File: src/rtl/dftn_pkg.sv
// Shared types and rotation helpers for the trivial-twiddle streaming DFT.
// Latency: n/a (declarations and a pure function only).
// Backpressure: n/a.
package dftn_pkg;

    typedef enum logic {ACCUM, DRAIN} state_t;

    // Rotation codes: multiply by +1, -j, -1, +j respectively.
    localparam logic [1:0] ROT_P1 = 2'd0;
    localparam logic [1:0] ROT_MJ = 2'd1;
    localparam logic [1:0] ROT_M1 = 2'd2;
    localparam logic [1:0] ROT_PJ = 2'd3;

    // Twiddle W_N^(n*k) expressed as a rotation code. For N=2 the only
    // non-trivial twiddle is -1, so an odd product maps to ROT_M1.
    function automatic logic [1:0] rot_idx(input int n, input int k, input int npts);
        if (npts == 2) begin
            return (((n * k) % 2) != 0) ? ROT_M1 : ROT_P1;
        end
        return 2'((n * k) % 4);
    endfunction

endpackage

File: src/rtl/dftn_stream_if.sv
// Sample-in and bin-out handshake bundle for dftn_stream.
// Latency: n/a (wiring only).
// Backpressure: carries in_ready toward the source and out_ready from the consumer.
interface dftn_stream_if #(
    parameter int W = 16,
    parameter int N = 4
);
    localparam int OW = W + $clog2(N);
    localparam int BW = $clog2(N);

    logic                 in_valid;
    logic                 in_ready;
    logic signed [W-1:0]  in_re;
    logic signed [W-1:0]  in_im;
    logic                 out_valid;
    logic                 out_ready;
    logic signed [OW-1:0] out_re;
    logic signed [OW-1:0] out_im;
    logic [BW-1:0]        out_bin;
    logic                 out_last;

    // Source/consumer side.
    modport master (
        output in_valid, in_re, in_im, out_ready,
        input  in_ready, out_valid, out_re, out_im, out_bin, out_last
    );

    // DFT engine side.
    modport slave (
        input  in_valid, in_re, in_im, out_ready,
        output in_ready, out_valid, out_re, out_im, out_bin, out_last
    );
endinterface

File: src/rtl/cplx_rot.sv
// Rotates a complex value by +1, -j, -1 or +j using only negation and swap.
// Latency: combinational.
// Backpressure: none.
module cplx_rot
    import dftn_pkg::*;
#(
    parameter int OW = 18
) (
    input  logic [1:0]           r,
    input  logic signed [OW-1:0] re,
    input  logic signed [OW-1:0] im,
    output logic signed [OW-1:0] re_o,
    output logic signed [OW-1:0] im_o
);

    // Select the swapped/negated component pair for the requested rotation.
    always_comb begin
        re_o = re;
        im_o = im;
        case (r)
            ROT_MJ: begin re_o = im;  im_o = -re; end
            ROT_M1: begin re_o = -re; im_o = -im; end
            ROT_PJ: begin re_o = -im; im_o = re;  end
            default: begin re_o = re; im_o = im; end
        endcase
    end

endmodule

File: src/rtl/dftn_stream.sv
// Streaming N-point DFT (N=2 or 4): accumulates all bins per frame, then drains them in order.
// Latency: bin 0 valid the cycle after the last sample of a frame is accepted.
// Backpressure: input stalls (in_ready=0) for the whole drain; each bin held until out_ready.
module dftn_stream
    import dftn_pkg::*;
#(
    parameter int W = 16,
    parameter int N = 4
) (
    input  logic         clk,
    input  logic         rst,
    dftn_stream_if.slave s
);

    localparam int OW = W + $clog2(N);
    localparam int BW = $clog2(N);
    localparam logic [BW-1:0] LAST_IDX = BW'(N - 1);

    generate
        if (N != 2 && N != 4) begin : g_bad_n
            $error("dftn_stream: N must be 2 or 4");
        end
    endgenerate

    state_t               state;
    state_t               state_nxt;
    logic                 acc_phase;
    logic                 drain_phase;
    logic                 accept;
    logic                 bin_hs;
    logic [BW-1:0]        cnt;
    logic [BW-1:0]        bin;
    logic signed [OW-1:0] x_re;
    logic signed [OW-1:0] x_im;
    logic signed [OW-1:0] rot_re [N];
    logic signed [OW-1:0] rot_im [N];
    logic signed [OW-1:0] sum_re [N];
    logic signed [OW-1:0] sum_im [N];
    logic signed [OW-1:0] acc_re [N];
    logic signed [OW-1:0] acc_im [N];
    logic signed [OW-1:0] bin_re [N];
    logic signed [OW-1:0] bin_im [N];

    // Sign-extend before rotation so negating the most negative input cannot wrap.
    assign x_re = {{(OW-W){s.in_re[W-1]}}, s.in_re};
    assign x_im = {{(OW-W){s.in_im[W-1]}}, s.in_im};

    assign accept = acc_phase && s.in_valid;
    assign bin_hs = drain_phase && s.out_ready;

    // One rotator per bin; the first sample of a frame loads rather than adds.
    generate
        for (genvar k = 0; k < N; k++) begin : g_bin
            logic [1:0] r;
            assign r = rot_idx(int'(cnt), k, N);
            cplx_rot #(.OW(OW)) u_rot (
                .r    (r),
                .re   (x_re),
                .im   (x_im),
                .re_o (rot_re[k]),
                .im_o (rot_im[k])
            );
            assign sum_re[k] = (cnt == '0) ? rot_re[k] : acc_re[k] + rot_re[k];
            assign sum_im[k] = (cnt == '0) ? rot_im[k] : acc_im[k] + rot_im[k];
        end
    endgenerate

    // State register.
    always_ff @(posedge clk) begin
        if (rst) state <= ACCUM;
        else     state <= state_nxt;
    end

    // Next state and phase decodes; ready/valid depend on state only.
    always_comb begin
        state_nxt   = state;
        acc_phase   = 1'b0;
        drain_phase = 1'b0;
        case (state)
            ACCUM: begin
                acc_phase = 1'b1;
                if (s.in_valid && cnt == LAST_IDX) state_nxt = DRAIN;
            end
            DRAIN: begin
                drain_phase = 1'b1;
                if (s.out_ready && bin == LAST_IDX) state_nxt = ACCUM;
            end
            default: state_nxt = ACCUM;
        endcase
    end

    // Sample counter and drain index; both wrap naturally since N is a power of two.
    always_ff @(posedge clk) begin
        if (rst) begin
            cnt <= '0;
            bin <= '0;
        end else begin
            if (accept) cnt <= cnt + 1'b1;
            if (bin_hs) bin <= bin + 1'b1;
        end
    end

    // Running sums, snapshotted into the bin registers on the frame's last sample.
    always_ff @(posedge clk) begin
        for (int k = 0; k < N; k++) begin
            if (accept) begin
                acc_re[k] <= sum_re[k];
                acc_im[k] <= sum_im[k];
            end
            if (accept && cnt == LAST_IDX) begin
                bin_re[k] <= sum_re[k];
                bin_im[k] <= sum_im[k];
            end
        end
    end

    assign s.in_ready  = acc_phase;
    assign s.out_valid = drain_phase;
    assign s.out_bin   = bin;
    assign s.out_last  = drain_phase && (bin == LAST_IDX);
    assign s.out_re    = drain_phase ? bin_re[bin] : '0;
    assign s.out_im    = drain_phase ? bin_im[bin] : '0;

endmodule
File: src/flat_wrapper.sv
// flat-port wrapper written by rule: the top's interface ports become plain ports
module dftn_stream_flat import dftn_pkg::*;
#(
    parameter int W = 16,
    parameter int N = 4
)
  (clk, rst, s_in_valid, s_in_re, s_in_im, s_out_ready, s_in_ready, s_out_valid, s_out_re, s_out_im, s_out_bin, s_out_last);
  dftn_stream_if #(.W(W), .N(N)) s_i ();
  input  logic clk;
  input  logic rst;
  input wire logic [$bits(s_i.in_valid)-1:0] s_in_valid;
  input wire logic [$bits(s_i.in_re)-1:0] s_in_re;
  input wire logic [$bits(s_i.in_im)-1:0] s_in_im;
  input wire logic [$bits(s_i.out_ready)-1:0] s_out_ready;
  output wire logic [$bits(s_i.in_ready)-1:0] s_in_ready;
  output wire logic [$bits(s_i.out_valid)-1:0] s_out_valid;
  output wire logic [$bits(s_i.out_re)-1:0] s_out_re;
  output wire logic [$bits(s_i.out_im)-1:0] s_out_im;
  output wire logic [$bits(s_i.out_bin)-1:0] s_out_bin;
  output wire logic [$bits(s_i.out_last)-1:0] s_out_last;
  assign s_i.in_valid = s_in_valid;
  assign s_i.in_re = s_in_re;
  assign s_i.in_im = s_in_im;
  assign s_i.out_ready = s_out_ready;
  assign s_in_ready = s_i.in_ready;
  assign s_out_valid = s_i.out_valid;
  assign s_out_re = s_i.out_re;
  assign s_out_im = s_i.out_im;
  assign s_out_bin = s_i.out_bin;
  assign s_out_last = s_i.out_last;
  dftn_stream #(.W(W), .N(N)) u_core (.clk(clk), .rst(rst), .s(s_i));
endmodule
File: config.mk
export PLATFORM = sky130hd
export DESIGN_NAME = dftn_stream_flat
export DESIGN_NICKNAME = d
export VERILOG_FILES = /design/src/rtl/dftn_pkg.sv /design/src/rtl/dftn_stream_if.sv /design/src/rtl/cplx_rot.sv /design/src/rtl/dftn_stream.sv /design/src/flat_wrapper.sv
export SDC_FILE = /design/constraint.sdc
export NUM_CORES = 1
export LEC_CHECK = 0
export ABC_AREA = 1
export BUFFER_PORTS_ARGS = -buffer_cell sky130_fd_sc_hd__buf_2
export CAP_MARGIN = 20
export CORE_MARGIN = 2
export CORE_UTILIZATION = 50
export DETAILED_ROUTE_END_ITERATION = 10
export GPL_TIMING_DRIVEN = 1
export PLACE_DENSITY = 0.67
export SLEW_MARGIN = 20
export SYNTH_ARGS = -nofsm -noshare
export SYNTH_HDL_FRONTEND = slang
export SYNTH_SLANG_ARGS = --single-unit
File: constraint.sdc
create_clock -name clk -period 12.25 [get_ports clk]
set_clock_uncertainty 0.15 [all_clocks]
set_input_delay 1.225 -clock clk [delete_from_list [all_inputs] [get_ports clk]]
set_output_delay 1.225 -clock clk [all_outputs]
set_load 0.01 [all_outputs]
Word-level counts from Yosys, hierarchy flattened --
Memories as Yosys holds them, arrays and structs flattened. A register that Yosys moved wholly into a read port is not among the register bits. Cells that the tools add are included. Widths: inputs -> output; s select.
Storage, ports and cells: output and inout bits 41, memories 4, bits in latches 0, input port bits 36, register bits 5, logic and storage cells 64, bits in read-only memories 0, RAM bits 288
Cells by class: equal/unequal tests 7, add/subtract/negate cells 12, order comparisons 0, div/mod/pow operators 0, shift-type cells 0, multiplexer cells 29, bitwise operators 1, reductions and logical operators 7, $mul 1
Memory list:
- u_core.acc_im | depth 4, bits a word 18, rd ports 4, clocked after Yosys merged registers in 0, write ports 4, line dftn_stream.sv:40 | logic signed [OW-1:0] acc_im [N];
- u_core.acc_re | depth 4, bits a word 18, rd ports 4, clocked after Yosys merged registers in 0, write ports 4, line dftn_stream.sv:39 | logic signed [OW-1:0] acc_re [N];
- u_core.bin_im | depth 4, bits a word 18, rd ports 1, clocked after Yosys merged registers in 1, write ports 4, line dftn_stream.sv:42 | logic signed [OW-1:0] bin_im [N];
- u_core.bin_re | depth 4, bits a word 18, rd ports 1, clocked after Yosys merged registers in 1, write ports 4, line dftn_stream.sv:41 | logic signed [OW-1:0] bin_re [N];
Operators by type and width (count):
- $mux 18 | 12
- $pmux 18 s3 | 4
- $add 18x18->18 | 6
- $add 18x16->18 | 2
- $neg 16->18 | 2
- $eq 2x2->1 const B | 5
- $mux 1 | 8
- $mux 2 | 4
- $logic_and 1x1->1 | 6
- $add 2x1->2 const B | 2
- $eq 2x1->1 const B | 2
- $logic_not 2->1 | 1
- $mul 2x1->2 const B | 1
- $pmux 1 s2 | 1
- $not 1->1 | 1

Longest topological paths before layout --
word-level depth 5, mapped depth 23, gate-level depth less buffers 23

By module --
Synthesis repeated with hierarchy kept, for this count alone.
Second synthesis, totals: cells, all modules 3902, area total of the unflattened synthesis 26743.1 um2
Modules (own cells, without submodules):
- dftn_stream | cells an instance 2438, area each 19536.2 um2, times used 1, sequential area each 8788.4 um2
- cplx_rot | cells an instance 366, area each 1801.7 um2, times used 4, sequential area each 0.0 um2

Worst setup path after synthesis --
OpenSTA, ideal clock, no wires.
kind input to register, from in s_in_valid, to mem u_core.bin_im[0][0] (enable), buffers on the path 0, arrival time 7.346 ns, stages 2, required time 11.449 ns, setup slack 4.103 ns, setup time 0.651 ns, cells stage by stage nand2_1 nor2_1
RTL lines:
- from (decl) | line flat_wrapper.sv:11 | input wire logic [$bits(s_i.in_valid)-1:0] s_in_valid;
- to (decl) | line dftn_stream.sv:42

==> metrics.md <==
| Metric | Value |
|---|---|
| Status | `finished clean` |
| Die Y | `roughly 210 um` |
| Setup Buffers After CTS | `0` |
| Worst hold path type | `reg -> reg` |
| FMAX | `about 200 MHz` |
| Worst Path Max Fanout | `50` |
| R2R Setup Slk | `roughly 7.1 ns` |
| Initial DRC Count | `~1800` |
| Area Growth Syn to Fin | `8.99%` |
| CP endpoint kind | `register` |
| Share of post-route cells with drive strength above 1 | `under 10%` |
| Register area | `between 8000 and 9000 um2` |
| Worst Hold Margin | `0.356 ns` |
| # clock sinks | `295` |
| Cts repair resizes | `0` |
| CTS max path bufs | `3` |
| CP Class | `reg -> reg` |
| Yosys top cell area share | `between 40 and 50%` |
| Number of diodes | `0` |
| Clk_lat worst skew | `between 0.5 and 0.6 ns` |
| Final hold violations | `0` |
| Top-count cell post-synth | `nand2_1` |
| CTS Buf Count | `36` |
| Async S/R FF share, synth | `0%` |
| Post-Route WL | `about 76 mm` |
| Yosys reg bits | `~300` |
| Max cap viols | `0` |
| TritonCTS clock tree | `built` |
| RSZ-0062 raised after global routing | `no` |
| CP required | `12.36 ns` |
| Initial antenna violation count | `0` |
| Most instantiated cells after synthesis | `nand2_1, nor2_1, edfxtp_1` |
| CTS H-tree depth | `2` |
| Slew @ Worst Pin | `approximately 1.1 ns` |
| First-pass GRT wire length | `about 110 mm` |
| Sequential area share after synthesis | `between 40% and 50%` |
| Vias in the first global route | `~19000` |
| Worst vdd ir | `roughly 0.17 mV` |
| Routability cong. | `1.01` |
| Layout Nets | `2946` |
| Syn_nets | `2906` |
| Netlist cell types | `52` |
| Wire length per cell | `roughly 23 um` |
| Overflow after GRT | `0` |
| Initial Util | `between 50 and 60%` |
| Root Driver | `clkbuf_16` |
| Final period utilization | `a little over two fifths` |
| Die area | `around 45000 um2` |
| Die width | `211 um` |
| Largest net degree at the start of global routing | `146` |
| # DRC | `0` |
| Clk slew on worst S/H paths | `roughly 0.060 ns` |
| HPWL Detailed | `~56 mm` |
| Placed Area | `between 20000 and 25000 um2` |
| CP Launch Type | `register` |
| P_leak | `about 10 nW` |
| Core footprint | `approximately 42000 um2` |
| Area occupied by multi-input gates | `11400 um2` |
| TNS Setup | `0 ns` |
| Synth area leaders | `edfxtp_1, nand2_1, ha_1, nor2_1, a21oi_1` |
| Finished Cell Area | `23400 um2` |
| Syn Area/Cell | `slightly below 8 um2` |
| Post-synth EDFFs | `~290` |
| Max-slew violation count | `0` |
| Primary FF master, synth | `edfxtp_1` |
| Routed Antenna Nets | `0` |
| Power Density | `163 nW/um2` |
| Drt via density | `roughly 5.9` |
| Yosys top cell by area | `edfxtp_1` |
| Hold Buf Count CTS | `0` |
| PortBufs | `76` |
| GRT Util Overall | `about a third` |
| Netlist Area Pre-Place | `roughly 21000 um2` |
| Max_slew headroom | `28.3%` |
| Setup-failing EPs final | `0` |
| Filler cell count | `roughly 4000` |
| Syn Inst Count | `between 2000 and 3000` |
| Ys Warns | `0` |
| Worst EP arrival | `around 5.2 ns` |
| Num rows | `75` |
| Ports | `slightly below 80` |
| Routed via count | `approximately 20000` |
| DRT Pass-1 Iters | `6` |
| Minimum clock period | `5.13 ns` |
-- per-stage QoR --
step                instances  worst slack [ns]  total power, mW  utilization, %
CTS                      3315              7.20             3.80            55.6
finish                   3315              7.12             3.81            55.6
detailed placement       3254              7.13             2.76            53.0
floorplan                2713              4.10             2.38               -
global placement         3254              7.07             2.76            53.0
global route             3315              6.85             4.03            55.6
-- final timing paths --
path	startpoint	end	cells after the start
worst max-delay path	u_core.cnt[0]	u_core.acc_re[3][15]	20
worst min-delay path	u_core.s.out_bin[1]	register	2
worst max register to register	u_core.cnt[0]	u_core.acc_re[3][15]	20
worst min register to register	u_core.s.out_bin[1]	register	2
-- logic make-up (layout without fill, tap and decap cells) --
kind of cell	count (synthesis)	in the layout	synth area share (%)
flops	295	295	40.9
compound gates	601	601	15.7
xor+xnor	97	97	4.09
simple gates	1225	1225	23.8
buf+inv	338	401	6.07
fa+ha+maj	157	157	9.42
-- metal layers --
| layer | vias up | routed length (um) | global-route usage (%) |
|---|---|---|---|
| met2 | 825 | 34600 | 55.5 |
| li1 | 9406 | - | - |
| met4 | 0 | 4730 | 19.0 |
| met5 | - | 0 | 0 |
| met3 | 181 | 5440 | 5.01 |
| met1 | 9203 | 30900 | 42.9 |
-- where the power goes --
group	switching, mW	total (mW)	leakage (nW)	internal (mW)
logic	0.990	1.47	7.07	0.479
registers	0.0367	1.31	2.77	1.27
clock network	0.441	1.03	0.537	0.589
-- registers in the layout, summed over array words and instances (netlist names), named ones only --
signal,count
u_core.acc_im,72
u_core.acc_re,72
u_core.bin_im,72
u_core.bin_re,72
u_core.cnt,2
u_core.s.out_bin,2
u_core.state,1
-- layout make-up --
type                    count  share of cell area, %
clock buffers              38                   3.97
clock inverters            23                  0.689
inverters                 249                   4.02
multi-input cells        2080                   48.7
flip-flops and latches    295                   37.5
well taps                 539                   2.88
repair buffers             91                   2.16
-- cell usage in the layout, fill, tap and decap left out, types with 3 or more instances in the layout --
cell,count
a211oi_1,11
a21boi_0,3
a21boi_1,3
a21o_1,15
a21oi_1,246
a31oi_1,5
buf_2,76
buf_4,14
clkbuf_16,37
clkinv_1,14
clkinv_2,8
dfxtp_1,5
edfxtp_1,288
fa_1,8
ha_1,148
inv_1,237
inv_2,6
nand2_1,581
nand2_2,11
nand3_1,152
nand3_2,3
nand3b_1,7
nand4_1,25
nor2_1,387
nor2_2,8
nor2_4,6
nor3_1,26
o211ai_1,14
o21a_1,7
o21ai_0,193
o21ai_1,38
o21ai_2,6
o21bai_1,12
o221ai_1,40
or2_2,9
xnor2_1,25
xor2_1,68
xor2_2,3
-- critical path, stage by stage (launching register included) --
cell	delay, ns
dfxtp_1	0.29
buf_4	0.21
inv_1	0.08
buf_4	0.44
ha_4	0.64
inv_4	0.22
buf_4	0.39
nor2_1	0.45
inv_1	0.10
o21ai_0	0.11
inv_1	0.08
ha_1	0.37
nand2_1	0.15
o21ai_1	0.28
nor2_1	0.15
o21ai_2	0.27
nand2_1	0.13
nand2_1	0.08
nand2_1	0.04
nand3_1	0.06
nand2_1	0.08
Power figures use the tool's default switching activity.
